## config.mk

```make
export PLATFORM = sky130hd
export DESIGN_NAME = ldpc_enc_ctrl
export DESIGN_NICKNAME = d
export VERILOG_FILES = /design/src/rtl/ldpc_pkg.sv /design/src/rtl/ldpc_enc_ctrl_encode.sv /design/src/rtl/ldpc_enc_ctrl.sv
export SDC_FILE = /design/constraint.sdc
export NUM_CORES = 1
export LEC_CHECK = 0
export CORE_MARGIN = 2
export CORE_UTILIZATION = 53
export DETAILED_ROUTE_END_ITERATION = 6
export MAX_ROUTING_LAYER = met4
export PLACE_DENSITY = 0.81
export SLEW_MARGIN = 10
export SYNTH_ARGS = -nofsm -noshare
export SYNTH_HDL_FRONTEND = slang
export SYNTH_SLANG_ARGS = --single-unit
```

## constraint.sdc

```tcl
create_clock -name clk -period 2.7 [get_ports clk]
set_clock_uncertainty 0.05 [all_clocks]
set_input_delay 0.27 -clock clk [delete_from_list [all_inputs] [get_ports clk]]
set_output_delay 0.27 -clock clk [all_outputs]
set_load 0.005 [all_outputs]
```

## src/rtl/ldpc_pkg.sv

```systemverilog
// Shared constants for the LDPC encoder controller: state encoding, default
// code dimensions and the generator row offset helper.
package ldpc_pkg;

  localparam int N_DEF = 6;
  localparam int K_DEF = 3;

  localparam logic [1:0] ST_UNCFG   = 2'd0;
  localparam logic [1:0] ST_LOADING = 2'd1;
  localparam logic [1:0] ST_RUN     = 2'd2;

  // Bit offset of generator row j inside the flattened K*N matrix.
  function automatic int row_off(input int j, input int n);
    return j * n;
  endfunction

endpackage

```

## src/rtl/ldpc_enc_ctrl_encode.sv

```systemverilog
// Generator-matrix LDPC encode datapath: registers the XOR of the selected
// generator rows whenever i_en is high, otherwise holds the last codeword.
module encode
  import ldpc_pkg::*;
#(
  parameter int N = N_DEF,
  parameter int K = K_DEF
) (
  input  logic             clk,
  input  logic             rst,
  input  logic             i_en,
  input  logic [K-1:0]     i_bits,
  input  logic [K*N-1:0]   generator,
  output logic [N-1:0]     o_codeword
);

  logic [N-1:0] cw_d, cw_q;

  always_comb begin
    cw_d = cw_q;
    if (i_en) begin
      cw_d = '0;
      for (int j = 0; j < K; j++) begin
        if (i_bits[j]) cw_d = cw_d ^ generator[row_off(j, N) +: N];
      end
    end
  end

  always_ff @(posedge clk) begin
    if (rst) cw_q <= '0;
    else     cw_q <= cw_d;
  end

  assign o_codeword = cw_q;

endmodule

```

## src/rtl/ldpc_enc_ctrl.sv

```systemverilog
// LDPC encoder controller: sequential generator row loading, input/output
// valid/ready streams around the encode datapath. ENC_COUNT_EN adds enc_count.
//
// state      | meaning
// ST_UNCFG   | no matrix since reset, waiting for row 0
// ST_LOADING | rows being written sequentially, encoding gated
// ST_RUN     | matrix complete, encoding enabled
module ldpc_enc_ctrl
  import ldpc_pkg::*;
#(
  parameter int N = N_DEF,
  parameter int K = K_DEF
`ifdef ENC_COUNT_EN
  , parameter int CNT_W = 16
`endif
) (
  input  logic              clk,
  input  logic              rst,
  input  logic              cfg_valid,
  output logic              cfg_ready,
  input  logic [N-1:0]      cfg_row,
  input  logic              in_valid,
  output logic              in_ready,
  input  logic [K-1:0]      in_bits,
  output logic              out_valid,
  input  logic              out_ready,
  output logic [N-1:0]      out_codeword,
  output logic              gen_loaded
`ifdef ENC_COUNT_EN
  , output logic [CNT_W-1:0] enc_count
`endif
);

  localparam int IDX_W = (K > 1) ? $clog2(K) : 1;
  localparam logic [IDX_W-1:0] LAST_IDX = IDX_W'(K - 1);

  logic [1:0]       state_d, state_q;
  logic [IDX_W-1:0] row_idx_d, row_idx_q, wr_idx;
  logic [K*N-1:0]   gen_d, gen_q;
  logic             gen_loaded_d, gen_loaded_q;
  logic             out_valid_d, out_valid_q;
  logic             cfg_en_q;
  logic             cfg_hs, in_hs, out_hs;

  always_comb begin
    in_ready  = (state_q == ST_RUN) && (!out_valid_q || out_ready);
    cfg_ready = 1'b0;
    case (state_q)
      ST_UNCFG, ST_LOADING: cfg_ready = cfg_en_q;
      // Reconfig only with the output drained; pending input takes priority.
      ST_RUN:               cfg_ready = cfg_en_q && !out_valid_q && !in_valid;
      default:              cfg_ready = 1'b0;
    endcase
  end

  assign cfg_hs = cfg_valid && cfg_ready;
  assign in_hs  = in_valid && in_ready;
  assign out_hs = out_valid_q && out_ready;
  assign wr_idx = (state_q == ST_RUN) ? '0 : row_idx_q;

  always_comb begin
    state_d      = state_q;
    row_idx_d    = row_idx_q;
    gen_d        = gen_q;
    gen_loaded_d = gen_loaded_q;
    if (state_q != ST_UNCFG && state_q != ST_LOADING && state_q != ST_RUN) begin
      state_d = ST_UNCFG;
    end
    if (cfg_hs) begin
      gen_d[row_off(int'(wr_idx), N) +: N] = cfg_row;
      if (wr_idx == LAST_IDX) begin
        row_idx_d    = '0;
        gen_loaded_d = 1'b1;
        state_d      = ST_RUN;
      end else begin
        row_idx_d    = wr_idx + IDX_W'(1);
        gen_loaded_d = 1'b0;
        state_d      = ST_LOADING;
      end
    end
  end

  always_comb begin
    out_valid_d = out_valid_q;
    if (in_hs)       out_valid_d = 1'b1;
    else if (out_hs) out_valid_d = 1'b0;
  end

  always_ff @(posedge clk) begin
    if (rst) begin
      state_q      <= ST_UNCFG;
      row_idx_q    <= '0;
      gen_q        <= '0;
      gen_loaded_q <= 1'b0;
      out_valid_q  <= 1'b0;
      cfg_en_q     <= 1'b0;
    end else begin
      state_q      <= state_d;
      row_idx_q    <= row_idx_d;
      gen_q        <= gen_d;
      gen_loaded_q <= gen_loaded_d;
      out_valid_q  <= out_valid_d;
      cfg_en_q     <= 1'b1;
    end
  end

  encode #(.N(N), .K(K)) u_encode (
    .clk        (clk),
    .rst        (rst),
    .i_en       (in_hs),
    .i_bits     (in_bits),
    .generator  (gen_q),
    .o_codeword (out_codeword)
  );

  assign out_valid  = out_valid_q;
  assign gen_loaded = gen_loaded_q;

`ifdef ENC_COUNT_EN
  logic [CNT_W-1:0] cnt_d, cnt_q;

  // Only a RUN->LOADING reconfig clears; the post-reset load does not.
  always_comb begin
    cnt_d = cnt_q;
    if (cfg_hs && state_q == ST_RUN && state_d == ST_LOADING) cnt_d = '0;
    else if (out_hs)                                          cnt_d = cnt_q + CNT_W'(1);
  end

  always_ff @(posedge clk) begin
    if (rst) cnt_q <= '0;
    else     cnt_q <= cnt_d;
  end

  assign enc_count = cnt_q;
`endif

endmodule

```

== Word-level counts from Yosys, hierarchy flattened ==
Cells that the tools add are included.

* Eq/ne operators: 5
* Muxes and demuxes: 16
* Bitwise operators: 2
* Reduce and logical (&&, ||, !) cells: 16
* Shift operators: 2
* Add/subtract/negate cells: 2
* Multiply operators: 1

{| class="wikitable"
|+ Operators with widths
! cell !! number
|-
| $neg 5->33 || 1
|-
| $shift 6x33->18 const A || 1
|-
| $shiftx 6x33->18 || 1
|-
| $mux 6 || 5
|-
| $bwmux 18 || 1
|-
| $xor 6x6->6 || 2
|-
| $mux 2 || 5
|-
| $logic_and 1x1->1 || 8
|-
| $reduce_bool 2->1 || 3
|-
| $eq 2x2->1 const B || 2
|-
| $mul 2x2->4 const B || 1
|-
| $mux 1 || 4
|-
| $add 2x1->2 const B || 1
|-
| $eq 2x1->1 const B || 1
|-
| $logic_not 1->1 || 2
|-
| $logic_not 2->1 || 1
|-
| $ne 2x1->1 const B || 1
|-
| $ne 2x2->1 const B || 1
|-
| $pmux 1 s2 || 1
|-
| $reduce_or 2->1 || 1
|-
| $logic_or 1x1->1 || 1
|}

* Bits in registers: 31
* Output and inout port bits: 10
* Bits of input ports: 14
* Word-level logic and storage cells: 51

== Logic depth before layout (Yosys ltp) ==
Gate-level depths: netlist (run 1).

* Word-level depth: 10
* Gate-level depth with buffers: 10
* Gate-level depth less buffers: 8

== Modules after synthesis ==
Synthesis (run 1) repeated with hierarchy kept, for this count alone.

* Cell total of the unflattened synthesis: 181
* Area total of the unflattened synthesis: 1740.4 um^2

{| class="wikitable"
|+ By module, submodules not included
! module !! instances !! cells an instance !! area each (um^2) !! sequential area each (um^2)
|-
| ldpc_enc_ctrl || 1 || 138 || 1323.8 || 500.5
|-
| encode || 1 || 43 || 416.6 || 120.1
|}

== Least setup slack after synthesis (run 1) ==
No wires, ideal clock.

* Kind: reg-to-reg
* From: register state_q[0]
* To: register gen_q[12]
* Clock period less this slack: 2200 ps
* Path slack: 500 ps
* Data required time: 2533 ps
* Cell stages (with the launch flop): 9
* Library setup time: 117 ps
* Path buffers: 0
* Arrival time: 2033 ps
* Cell sequence: dfxtp_1 -> and2b_1 -> nor2_2 -> inv_1 -> ha_1 -> nor3b_1 -> and4_1 -> and3_1 -> a32o_1

* Word-level cells in the longest chain between the ends: 6
* Elaborated cells on any way between the ends: 12
* Those cells by class: add/sub (1); mul (1); eq/ne (2); shift (2); mux (3); reduce/logical (3)

{| class="wikitable"
|+ RTL lines
! element !! RTL line !! source
|-
| start: declaration || ldpc_enc_ctrl.sv:37 || <nowiki>logic [1:0] state_d, state_q;</nowiki>
|-
| start signal: assignment || ldpc_enc_ctrl.sv:98 || <nowiki>state_q <= state_d;</nowiki>
|-
| $eq 2x2->1 || ldpc_enc_ctrl.sv:48, ldpc_enc_ctrl.sv:59 ||
|-
| $mux 2 || ldpc_enc_ctrl.sv:59 || <nowiki>assign wr_idx = (state_q == ST_RUN) ? '0 : row_idx_q;</nowiki>
|-
| $mul 2x2->4 || ldpc_pkg.sv:14 || <nowiki>return j * n;</nowiki>
|-
| $neg 5->33 || ldpc_enc_ctrl.sv:70 || <nowiki>gen_d[row_off(int'(wr_idx), N) +: N] = cfg_row;</nowiki>
|-
| $shiftx 6x33->18 or $shift 6x33->18 (tied branches) || ldpc_enc_ctrl.sv:70 ||
|-
| $bwmux 18 || ldpc_enc_ctrl.sv:70 ||
|-
| end signal: assignment || ldpc_enc_ctrl.sv:100 || <nowiki>gen_q <= gen_d;</nowiki>
|-
| end: declaration || ldpc_enc_ctrl.sv:39 || <nowiki>logic [K*N-1:0] gen_d, gen_q;</nowiki>
|}

Several ways; a longest one is shown, not always the timed one.
A chain may end at the register's enable or synchronous reset.

== Final worst setup path (run 1) ==
* From: register state_q[0]
* To: register gen_q[3]

The elaborated chain is that of the path after synthesis.

==> flow_summary_export.csv, run 1 <==
group,metric,value,unit
route,drt_iter0_drc,91,
global_route,grt_max_degree,12,
setup_path,arrival,2.67,ns
synthesis,synth_area_leaders,"dfxtp_1, nand2_1, xnor2_1, ha_1, a22o_1",
layout,postLayoutCoreUtil,64.8,%
synthesis,synth_seq_cells,31,
route,viasPerCell,5.92,
synthesis,synth_nets,208,
floorplan,core-area,3000,um2
setup_path,path_class,"reg -> reg",
synthesis,synth_area,1630,um2
power_and_ir_drop,powerDensity,440,nW/um2
placement,post-place-ws,0.279,ns
setup_path,r2r_start,"state_q[0]",
sta,slew_viol_final,0,
sta,setup_viol,0,
cts,clockBufferDepth,2,
route,wire_per_inst,15.0,um
setup_path,cp-startpoint,"state_q[0]",
power_and_ir_drop,p_clk_share,28.8,%
global_route,antenna_found_initial,0,
route,drc,0,
power_and_ir_drop,seq_power_share,55.5,%
setup_path,reg2reg_to,"gen_q[3]",
route,ant_nets,0,
synthesis,yosysTopAreaCellShare,38.0,%
global_route,grt_overflow,0,
run,drv_cap,0,
hold_path,min_from,"gen_loaded",
sta,clock.fmax,403,MHz
placement,dp_hpwl,2910,um
sta,worst_hold_slack,0.411,ns
sta,timing.final.crit_period,2.48,ns
power_and_ir_drop,total_power,856,uW
power_and_ir_drop,leakagePower,0.697,nW
synthesis,synth-edff-count,0,
layout,nFillCells,246,
sta,tns,0,ns
sta,worst_pin_slew,0.457,ns
setup_path,r2r_setup_slack,0.22,ns
layout,syn_to_final_growth,19.2,%
placement,port_buffers,23,
layout,multiInputGateArea,966,um2
sta,period_share,91.9,%
floorplan,die_w,59.5,um
cts,clockRootBuffer,"clkbuf_4",
setup_path,endpoint_kind,"register",
power_and_ir_drop,vdd_drop_max,0.000344,V
floorplan,chipHeight,59.5,um
route,finalWirelength,3720,um
floorplan,ios,24,
floorplan,die_area,3540,um2
floorplan,initial_core_util,54.4,%
sta,hold_viol,0,
power_and_ir_drop,power.share.switching,26.8,%
cts,clk_latency,0.33,ns
status,status,"finished clean",
cts,cts.clk_slew.worst_paths,0.09,ns
synthesis,ys_types,36,
setup_path,required,2.89,ns
hold_path,hold_class,"reg -> reg",
setup_path,r2r_cells,8,
sta,fin_ws,0.220,ns
synthesis,yosysTopAreaCell,"dfxtp_1",
cts,post_cts_buffers,0,
power_and_ir_drop,internal_power,626,uW
power_and_ir_drop,p_sw,229,uW
synthesis,avgSynthCellArea,8.69,um2
global_route,track_usage,23.9,%
floorplan,num_rows,20,
cts,h-tree-depth,2,
cts,cts_buffers,5,
cts,cts_tree,"built",
global_route,first_global_vias,1341,
power_and_ir_drop,comb_power_share,15.7,%
setup_path,cp-start-kind,"register",
route,dr_total_vias,1467,
synthesis,synth_cells,188,
layout,fin_nets,234,
hold_path,hold_end,"gen_loaded",
synthesis,async_flop_share,0,%
sta,relSlewSlack,69.3,%
setup_path,crit_fanout,7,
global_route,grt_first_pass_wirelength,6070,um
layout,drive_above_1_share,6.98,%
placement,finalWeightedCongestion,0.947,
cts,hold_buffers,0,
synthesis,yosysSeqAreaShare,38.0,%
synthesis,synth_top_flop_cell,"dfxtp_1",
layout,register_area,621,um2
hold_path,worstHoldPathCells,2,
cts,cts_resized,0,
cts,clock_sinks,31,
synthesis,ys_warn_count,0,
route,dr.pass1.iters,4,
layout,antennaDiodeCount,0,
sta,rsz0062_at_grt,"no",
how the worst max path moves through the flow:
stage                           end  slack, ns  cells after the start
final                      gen_q[3]       0.22                      8
after global routing       gen_q[3]       0.03                      8
after CTS                  gen_q[3]       0.25                      8
after detailed placement  gen_q[13]       0.28                      8
after global placement    gen_q[12]       0.40                      8
after floorplan           gen_q[12]       0.50                      8
synth_stat cells, drive strengths merged (3+ instances only):
master	instances
nor2	10
o2bb2ai	3
mux2i	4
a22o	8
nand2	29
dfxtp	31
clkbuf	5
ha	6
inv	6
nor3	3
a211oi	4
a32o	3
a21oi	9
nand2b	4
a32oi	5
and3	3
o21ai	8
nand3	14
xnor2	12
through the flow:
| step | cells | area, um2 |
|---|---|---|
| 3_3_place_gp | 240 | 1900 |
| 3_5_place_dp | 240 | 1900 |
| 5_1_grt | 248 | 1950 |
| 4_1_cts | 248 | 1950 |
| 2_1_floorplan | 188 | 1630 |
| 6_report | 248 | 1950 |
cell type report:
type	instances	area share (%)
Tap cell	33	2.12
Clock inverter	1	0.257
Sequential cell	31	31.9
Multi-Input combinational cell	145	49.6
Clock buffer	7	2.32
Inverter	6	1.16
Timing Repair Buffer	25	12.6
flip-flops by register name (all words and copies together) (netlist names):
register / count
row_idx_q: 2
cfg_en_q: 1
out_valid: 1
gen_loaded: 1
state_q: 2
gen_q: 18
u_encode.o_codeword: 6
cells by family after synthesis:
group                    count (synthesis)  share of synthesized area, %
AO/OA/AOI/OAI                           45                          21.0
AND/OR/NAND/NOR                         77                          24.0
buffers and inverters                   12                          2.83
multiplexers                             5                          3.14
adder cells (fa/ha/maj)                  6                          4.60
flip-flops                              31                          38.0
XOR/XNOR                                12                          6.44
metal layers:
metal / wire length, um / GRT usage [%] / part of all wire (%) / vias up
li1: - / - / - / 734
met1: 1750 / 31.5 / 47 / 680
met2: 1730 / 34.1 / 46 / 43
met3: 160 / 6.11 / 4.3 / 10
met4: 83 / 11.4 / 2.2 / 0
met5: 0 / - / 0 / -
worst max-delay path: stages, from the launching register on:
cell	delay (ns)
dfxtp_1	0.38
and2b_1	0.29
nor2_2	0.21
inv_1	0.17
ha_1	0.36
nand3b_1	0.20
a21oi_1	0.29
a32oi_1	0.17
a211oi_1	0.27
power by group through the flow:
stage	Sequential, mW	Clock, mW	Combinational, mW
2_1_floorplan	0.481	0	0.0856
3_3_place_gp	0.486	0	0.128
3_5_place_dp	0.486	0	0.132
4_1_cts	0.475	0.254	0.133
5_1_grt	0.477	0.274	0.145
6_report	0.475	0.246	0.134
placed cells by master (no fill, tap or decap), types with 8 or more instances in the layout:
master and instances:
dfxtp_1 31, xnor2_1 12, nand2_1 29, a21oi_1 9
nand3_1 14, a22o_1 8, o21ai_0 8, clkdlybuf4s50_1 23
nor2_1 9
(Power assumes the default switching activity.)
==> inputs of run 2 (changes only) <==
==> constraint.sdc (replaced) <==
create_clock -name clk -period 2.8 [get_ports clk]
set_clock_uncertainty 0.05 [all_clocks]
set_input_delay 0.28 -clock clk [delete_from_list [all_inputs] [get_ports clk]]
set_output_delay 0.28 -clock clk [all_outputs]
set_load 0.005 [all_outputs]
==> run 2 against run 1 <==
  * Combinational power down 4%
  * First-iteration DRC count up 11%
  * Global-route usage up 1.5 points
  * Sequential share of layout area down 0.18 points
  * Critical endpoint is now gen_q[2]
==> flow_summary_export.csv, run 2 (same netlist as run 1, synthesis figures left out) <==
group,metric,value,unit
cts,clockBufferDepth,2,
sta,tns,0,ns
route,wire_per_inst,15.6,um
layout,final_common_cell,"dfxtp_1",
route,drc,0,
layout,stdcell_count,247,
power_and_ir_drop,vdd_drop_max,0.000297,V
setup_path,r2r_setup_slack,0.28,ns
placement,finalWeightedCongestion,0.951,
setup_path,r2r_cells,8,
layout,syn_to_final_growth,19.8,%
power_and_ir_drop,powerDensity,453,nW/um2
placement,port_buffers,23,
global_route,antenna_found_initial,0,
cts,cts_buffers,5,
global_route,track_usage,25.4,%
power_and_ir_drop,leakagePower,0.702,nW
placement,dp_cells,239,
floorplan,die_area,3540,um2
cts,clk_latency,0.34,ns
sta,slew_viol_final,0,
cts,clock_sinks,31,
route,ant_nets,0,
route,dr_total_vias,1491,
route,dr.pass1.iters,4,
cts,cts_resized,0,
global_route,grt_first_pass_wirelength,6360,um
cts,post_cts_buffers,0,
global_route,grt_overflow,0,
sta,timing.final.crit_period,2.52,ns
cts,clockRootBuffer,"clkbuf_4",
floorplan,chipHeight,59.5,um
layout,antennaDiodeCount,0,
floorplan,initial_core_util,54.4,%
sta,worst_pin_slew,0.494,ns
cts,hold_buffers,0,
hold_path,worstHoldPathCells,2,
layout,fin_nets,233,
global_route,first_global_vias,1340,
floorplan,core-area,3000,um2
sta,relSlewSlack,66.8,%
sta,period_share,90.1,%
cts,cts_tree,"built",
route,viasPerCell,6.04,
floorplan,die_w,59.5,um
layout,drive_above_1_share,7.01,%
setup_path,required,3.00,ns
layout,largest_reg_flops,18,
sta,hold_viol,0,
setup_path,arrival,2.72,ns
setup_path,path_class,"reg -> reg",
setup_path,endpoint_kind,"register",
route,finalWirelength,3850,um
sta,rsz0062_at_grt,"no",
floorplan,ios,24,
route,drt_iter0_drc,101,
status,status,"finished clean",
setup_path,cp-startpoint,"state_q[0]",
floorplan,num_rows,20,
setup_path,cp-start-kind,"register",
global_route,grt_max_degree,13,
cts,cts.clk_slew.worst_paths,0.10,ns
setup_path,reg2reg_to,"gen_q[2]",
setup_path,r2r_start,"state_q[0]",
setup_path,endpoint,"gen_q[2]",
layout,top_register,"gen_q",
hold_path,hold_class,"reg -> reg",
sta,clock.fmax,396,MHz
run,drv_cap,0,
sta,setup_viol,0,
cts,h-tree-depth,2,
placement,dp_hpwl,2990,um
setup_path,crit_fanout,8,
layout,layout_common_cells,"dfxtp_1, nand2_1, clkdlybuf4s50_1",
run 2: cell count changes in the layout (fill, tap and decap cells not counted):
| cell | previous run | this run |
|---|---|---|
| clkinv_2 | 1 | 0 |
| clkbuf_8 | 0 | 2 |
| clkbuf_1 | 2 | 1 |
| buf_4 | 2 | 1 |
run 2: power breakdown:
group	leakage, nW	total [mW]	switching (mW)	internal [mW]
Sequential	0.251	0.459	0.00947	0.450
Combinational	0.412	0.129	0.0723	0.0563
Clock	0.0386	0.300	0.152	0.148
Total	0.702	0.887	0.234	0.654
run 2: final cells by class:
cell class	count	area, um2
fillers	270	1050
multi-input cells	145	966
flip-flops and latches	31	621
repair buffers	24	238
clock buffers	8	68.8
well taps	33	41.3
inverters	6	22.5
run 2: per-layer routing:
| layer | track usage, % | wire length [um] | vias up |
|---|---|---|---|
| met5 | - | 0 | - |
| li1 | - | - | 733 |
| met1 | 32.1 | 1700 | 693 |
| met3 | 6.77 | 229 | 13 |
| met4 | 11.1 | 94 | 0 |
| met2 | 38.0 | 1830 | 52 |
run 2: worst min-delay path by stage:
stage,start,to,slack [ns]
6_report,gen_loaded,gen_loaded,0.41
5_1_grt,gen_q[11],gen_q[11],0.44
4_1_cts,gen_loaded,gen_loaded,0.42
3_5_place_dp,gen_q[17],gen_q[17],0.40
3_3_place_gp,gen_q[11],gen_q[11],0.40
2_1_floorplan,gen_q[9],gen_q[9],0.37
run 2: per-stage QoR:
| stage | setup slack (ns) | util (%) | power (mW) | hold WS, ns | cell area (um2) |
|---|---|---|---|---|---|
| 3_5_place_dp | 0.380 | 62.9 | 0.596 | 0.397 | 1890 |
| 3_3_place_gp | 0.498 | 62.9 | 0.591 | 0.397 | 1890 |
| 5_1_grt | 0.0794 | 65.2 | 0.929 | 0.438 | 1960 |
| 2_1_floorplan | 0.600 | - | 0.546 | 0.375 | 1630 |
| 6_report | 0.276 | 65.2 | 0.887 | 0.411 | 1960 |
| 4_1_cts | 0.325 | 65.2 | 0.892 | 0.419 | 1960 |
run 2: worst max-delay path: stages (launching register included):
cell and delay (ns):
dfxtp_1 0.41, and2b_1 0.29, nor2_2 0.21, inv_1 0.17, ha_1 0.32, nand3b_1 0.20
nor3_1 0.40, a32oi_1 0.10, a211oi_1 0.28
==> inputs of run 3 (changes only) <==
--- a/config.mk
+++ b/config.mk
@@ -6,10 +6,13 @@
 export NUM_CORES = 1
 export LEC_CHECK = 0
 export CORE_MARGIN = 2
-export CORE_UTILIZATION = 53
+export CORE_UTILIZATION = 55
+export CTS_BUF_LIST = sky130_fd_sc_hd__clkbuf_16
+export CTS_CLUSTER_DIAMETER = 100
 export DETAILED_ROUTE_END_ITERATION = 6
+export DONT_BUFFER_PORTS = 1
 export MAX_ROUTING_LAYER = met4
-export PLACE_DENSITY = 0.81
+export PLACE_DENSITY = 0.73
 export SLEW_MARGIN = 10
 export SYNTH_ARGS = -nofsm -noshare
 export SYNTH_HDL_FRONTEND = slang
==> run 3 against run 2 <==
  * Setup slack improved by 0.019 ns
  * Design area decreased by 7.4%
  * Die area decreased by 3.4%
  * Final cell count decreased by 11%
  * Maximum frequency increased by 0.78%
  * Sequential share of layout area increased by 2.5 points
  * Global-route usage decreased by 0.098 points
  * Largest power group is now the clock network
==> flow_summary_export.csv, run 3 (same netlist as run 1, synthesis figures left out) <==
group,metric,value,unit
cts,hold_buffers,0,
power_and_ir_drop,total_power,1.15,mW
cts,clock_sinks,31,
layout,nFillCells,229,
sta,clock.fmax,399,MHz
layout,layout_common_cells,"dfxtp_1, nand2_1, nand3_1",
layout,antennaDiodeCount,0,
sta,slew_viol_final,0,
layout,final_common_cell,"dfxtp_1",
status,status,"finished clean",
route,wire_per_inst,17.5,um
cts,clk_latency,0.27,ns
layout,register_area,621,um2
setup_path,cp-start-kind,"register",
setup_path,path_class,"reg -> reg",
layout,drive_above_1_share,7.37,%
placement,post-place-ws,0.348,ns
setup_path,crit_fanout,7,
layout,largest_reg_flops,18,
sta,tns,0,ns
setup_path,r2r_setup_slack,0.30,ns
route,dr.pass1.iters,4,
power_and_ir_drop,powerDensity,635,nW/um2
floorplan,chipHeight,58.5,um
route,viasPerCell,6.28,
placement,finalWeightedCongestion,0.937,
setup_path,endpoint,"gen_q[13]",
hold_path,hold_class,"in -> reg",
route,finalWirelength,3870,um
placement,dp_hpwl,2880,um
placement,port_buffers,0,
cts,cts.clk_slew.worst_paths,0.05,ns
floorplan,core-area,2780,um2
sta,hold_viol,0,
global_route,grt_max_degree,18,
setup_path,r2r_cells,8,
route,ant_nets,0,
floorplan,die_area,3420,um2
cts,cts_buffers,5,
floorplan,die_w,58.5,um
global_route,grt_first_pass_wirelength,6130,um
cts,h-tree-depth,2,
sta,fin_ws,0.296,ns
setup_path,arrival,2.67,ns
route,drc,0,
cts,post_cts_buffers,0,
power_and_ir_drop,vdd_drop_max,0.000880,V
route,drt_iter0_drc,51,
sta,setup_viol,0,
global_route,grt_overflow,0,
sta,period_share,89.4,%
layout,top_register,"gen_q",
floorplan,initial_core_util,58.7,%
setup_path,endpoint_kind,"register",
setup_path,required,2.97,ns
floorplan,ios,24,
layout,syn_to_final_growth,11.0,%
global_route,track_usage,25.3,%
global_route,first_global_vias,1297,
cts,clockRootBuffer,"clkbuf_16",
setup_path,cp-startpoint,"state_q[0]",
sta,relSlewSlack,66.0,%
layout,postLayoutCoreUtil,65.1,%
global_route,antenna_found_initial,0,
floorplan,num_rows,19,
cts,cts_resized,0,
placement,placed_cell_area,1650,um2
power_and_ir_drop,leakagePower,0.654,nW
layout,finish.instance_area,1810,um2
sta,worst_pin_slew,0.510,ns
layout,multiInputGateArea,966,um2
run,drv_cap,0,
sta,rsz0062_at_grt,"no",
cts,cts_tree,"built",
route,dr_total_vias,1387,
setup_path,r2r_start,"state_q[0]",
sta,timing.final.crit_period,2.50,ns
setup_path,reg2reg_to,"gen_q[13]",
layout,fin_nets,209,
cts,clockBufferDepth,2,
==> run 3: stage by stage <==
| step | hold WS (ns) | instances |
|---|---|---|
| global placement | 0.303 | 213 |
| CTS | 0.0166 | 221 |
| global route | 0.0123 | 221 |
| floorplan | 0.375 | 188 |
| detailed placement | 0.303 | 213 |
| finish | 0.0211 | 221 |
==> run 3: how the worst min path moves through the flow <==
stage / cells past startpoint / from / end
after global placement: 1 / rst / gen_q[11]
after detailed placement: 1 / rst / gen_q[11]
after CTS: 1 / rst / gen_q[11]
after floorplan: 2 / gen_q[9] / gen_q[9]
after global routing: 1 / rst / gen_q[11]
final: 1 / rst / gen_q[11]
==> run 3: layout make-up <==
type	instances	share of cell area, %
clock buffers	5	6.91
clock inverters	3	2.14
inverters	6	1.24
multi-input cells	145	53.3
flip-flops and latches	31	34.3
well taps	31	2.14
==> run 3: worst max-delay path, stage by stage, from the launching register on <==
cell	delay, ns
dfxtp_1	0.38
and2b_1	0.29
nor2_2	0.21
inv_1	0.17
ha_1	0.37
nor3b_1	0.19
and4_1	0.28
and3_1	0.30
a32o_1	0.20
==> run 3: per-layer routing <==
layer	track usage [%]	share of wire, %
met3	7.47	5.6
met5	-	0
met1	29.6	44
met2	39.6	48
met4	12.0	2.1
==> run 3: power by group <==
group          total [mW]  switching [mW]  internal (mW)
registers           0.460         0.00924          0.451
clock network       0.596           0.183          0.414
logic              0.0938          0.0558         0.0380
total                1.15           0.248          0.903
==> RTL change (config.mk and constraints of run 2) <==
Build with the macro `ENC_COUNT_EN` defined.
--- a/src/rtl/ldpc_enc_ctrl.sv
+++ b/src/rtl/ldpc_enc_ctrl.sv
@@ -6,4 +6,6 @@
 // ST_LOADING | rows being written sequentially, encoding gated
 // ST_RUN     | matrix complete, encoding enabled
+`define ENC_COUNT_EN
+
 module ldpc_enc_ctrl
   import ldpc_pkg::*;
Formal check against the unedited RTL (old outputs only; new: enc_count): equivalent (Yosys induction, for registers that start in step).
==> RTL change against run 2 <==
Utilization is 3.8 points higher; largest cell class unchanged; sequential cell count is 16 higher; design area is 44% higher; setup slack better by 54 ps; first-iteration DRC count is 48% higher; maximum frequency is 2.2% higher; die area is 38% higher; routed wire length is 38% higher; area after synthesis is 41% higher; non-clock buffer count is 18 higher; highest routed layer unchanged; total power is 36% higher.
==> RTL change: results (changes against run 2) <==
| Metric | Value |
|---|---|
| Largest cells by area after synthesis | `dfxtp_1 (41%), xnor2_1 (8.4%), nand2_1 (6.0%), a22o_1 (3.8%), ha_1 (3.8%) (was dfxtp_1 (38%), nand2_1 (6.7%), xnor2_1 (6.4%), ha_1 (4.6%), a22o_1 (4.3%))` |
| Final Util | `69.0% (was 65.2%)` |
| Vias in the first global route | `1903 (was 1340)` |
| # port buffers | `39 (was 23)` |
| Post-Syn Instances | `257 (was 188)` |
| Largest net degree at the start of global routing | `17 (was 13)` |
| Place WS | `395 ps (was 380 ps)` |
| Synth Area in Adders | `3.81% (was 4.60%)` |
| Status | `finished clean (unchanged)` |
| Netlist cell types | `39 (was 36)` |
| Peak supply drop | `275 µV (was 297 µV)` |
| Placement-stage cell area | `0.00273 mm² (was 0.00189 mm²)` |
| Mux cell area share after synthesis | `2.23% (was 3.14%)` |
| Layout clock area frac | `3.15% (was 3.52%)` |
| Leak pwr | `0.980 nW (was 0.702 nW)` |
| Synth Net Count | `278 (was 208)` |
| GPL Wtd Cong | `0.942 (was 0.951)` |
| Total Nets Final | `320 (was 233)` |
| Post-synthesis register bit count | `47 (was 31)` |
| Max_slew headroom | `61.6% (was 66.8%)` |
| Layout cells sized above 1 | `7.00% (was 7.01%)` |
| First-pass GRT wire length | `8770 µm (was 6360 µm)` |
| Fillcell total | `352 (was 270)` |
| Dpl cells | `342 (was 239)` |
| Clock Latency Late Sink | `300 ps (was 340 ps)` |
| DRT iter0 DRCs | `149 (was 101)` |
| Routed vias | `2039 (was 1491)` |
| Xor/xnor share of the synthesized area | `9.91% (was 6.44%)` |
| Power Density | `429 mW/mm² (was 453 mW/mm²)` |
| NonClk Buf Share | `14.6% (was 12.1%)` |
| Commonest cells in the netlist | `dfxtp_1 (47), nand2_1 (37), xnor2_1 (22) (was dfxtp_1 (31), nand2_1 (29), nand3_1 (14))` |
## RTL change: cell types whose count changed in the layout (fill, tap and decap cells not counted), moves of 4 or more
cell             delta
a211oi_1            -4
a21oi_1             +6
a221oi_1            +4
a32oi_1             -5
clkbuf_4            -5
clkdlybuf4s50_1    +16
dfxtp_1            +16
nand2_1             +8
nor2_1             +10
nor3_1              +6
nor4_1              +5
xnor2_1            +10
xor2_1              +4
## RTL change: worst register-to-register path: cells and delay by family, from the launching register on
family / cells / cell delay [ps]
simple gates: 5 / 1140
compound gates: 1 / 340
flops: 1 / 410
fa+ha+maj: 1 / 400
## RTL change: per-layer routing
metal	vias to the layer above	track usage [%]	routed length, µm
met1	956	29.6	2400
met4	0	7.26	99
met5	-	-	0
met2	65	36.2	2510
met3	13	3.32	280
li1	1005	-	-
## RTL change: report_power, final
| part | total, mW | internal, mW | switching (mW) |
|---|---|---|---|
| combinational | 0.116 | 0.0511 | 0.0651 |
| sequential | 0.687 | 0.677 | 0.00990 |
| clock | 0.407 | 0.174 | 0.233 |
## RTL change: final timing paths
check | from | endpoint | slack [ps] | cells past startpoint
worst min-delay path | u_encode.o_codeword[3]$_SDFFE_PP0P_ | u_encode.o_codeword[3]$_SDFFE_PP0P_ | 420 | 2
worst min register to register | u_encode.o_codeword[3]$_SDFFE_PP0P_ | u_encode.o_codeword[3]$_SDFFE_PP0P_ | 420 | 2
worst max register to register | state_q[0]$_SDFF_PP0_ | gen_q[2]$_SDFFE_PP0P_ | 330 | 7
worst max-delay path | state_q[0]$_SDFF_PP0_ | gen_q[2]$_SDFFE_PP0P_ | 330 | 7
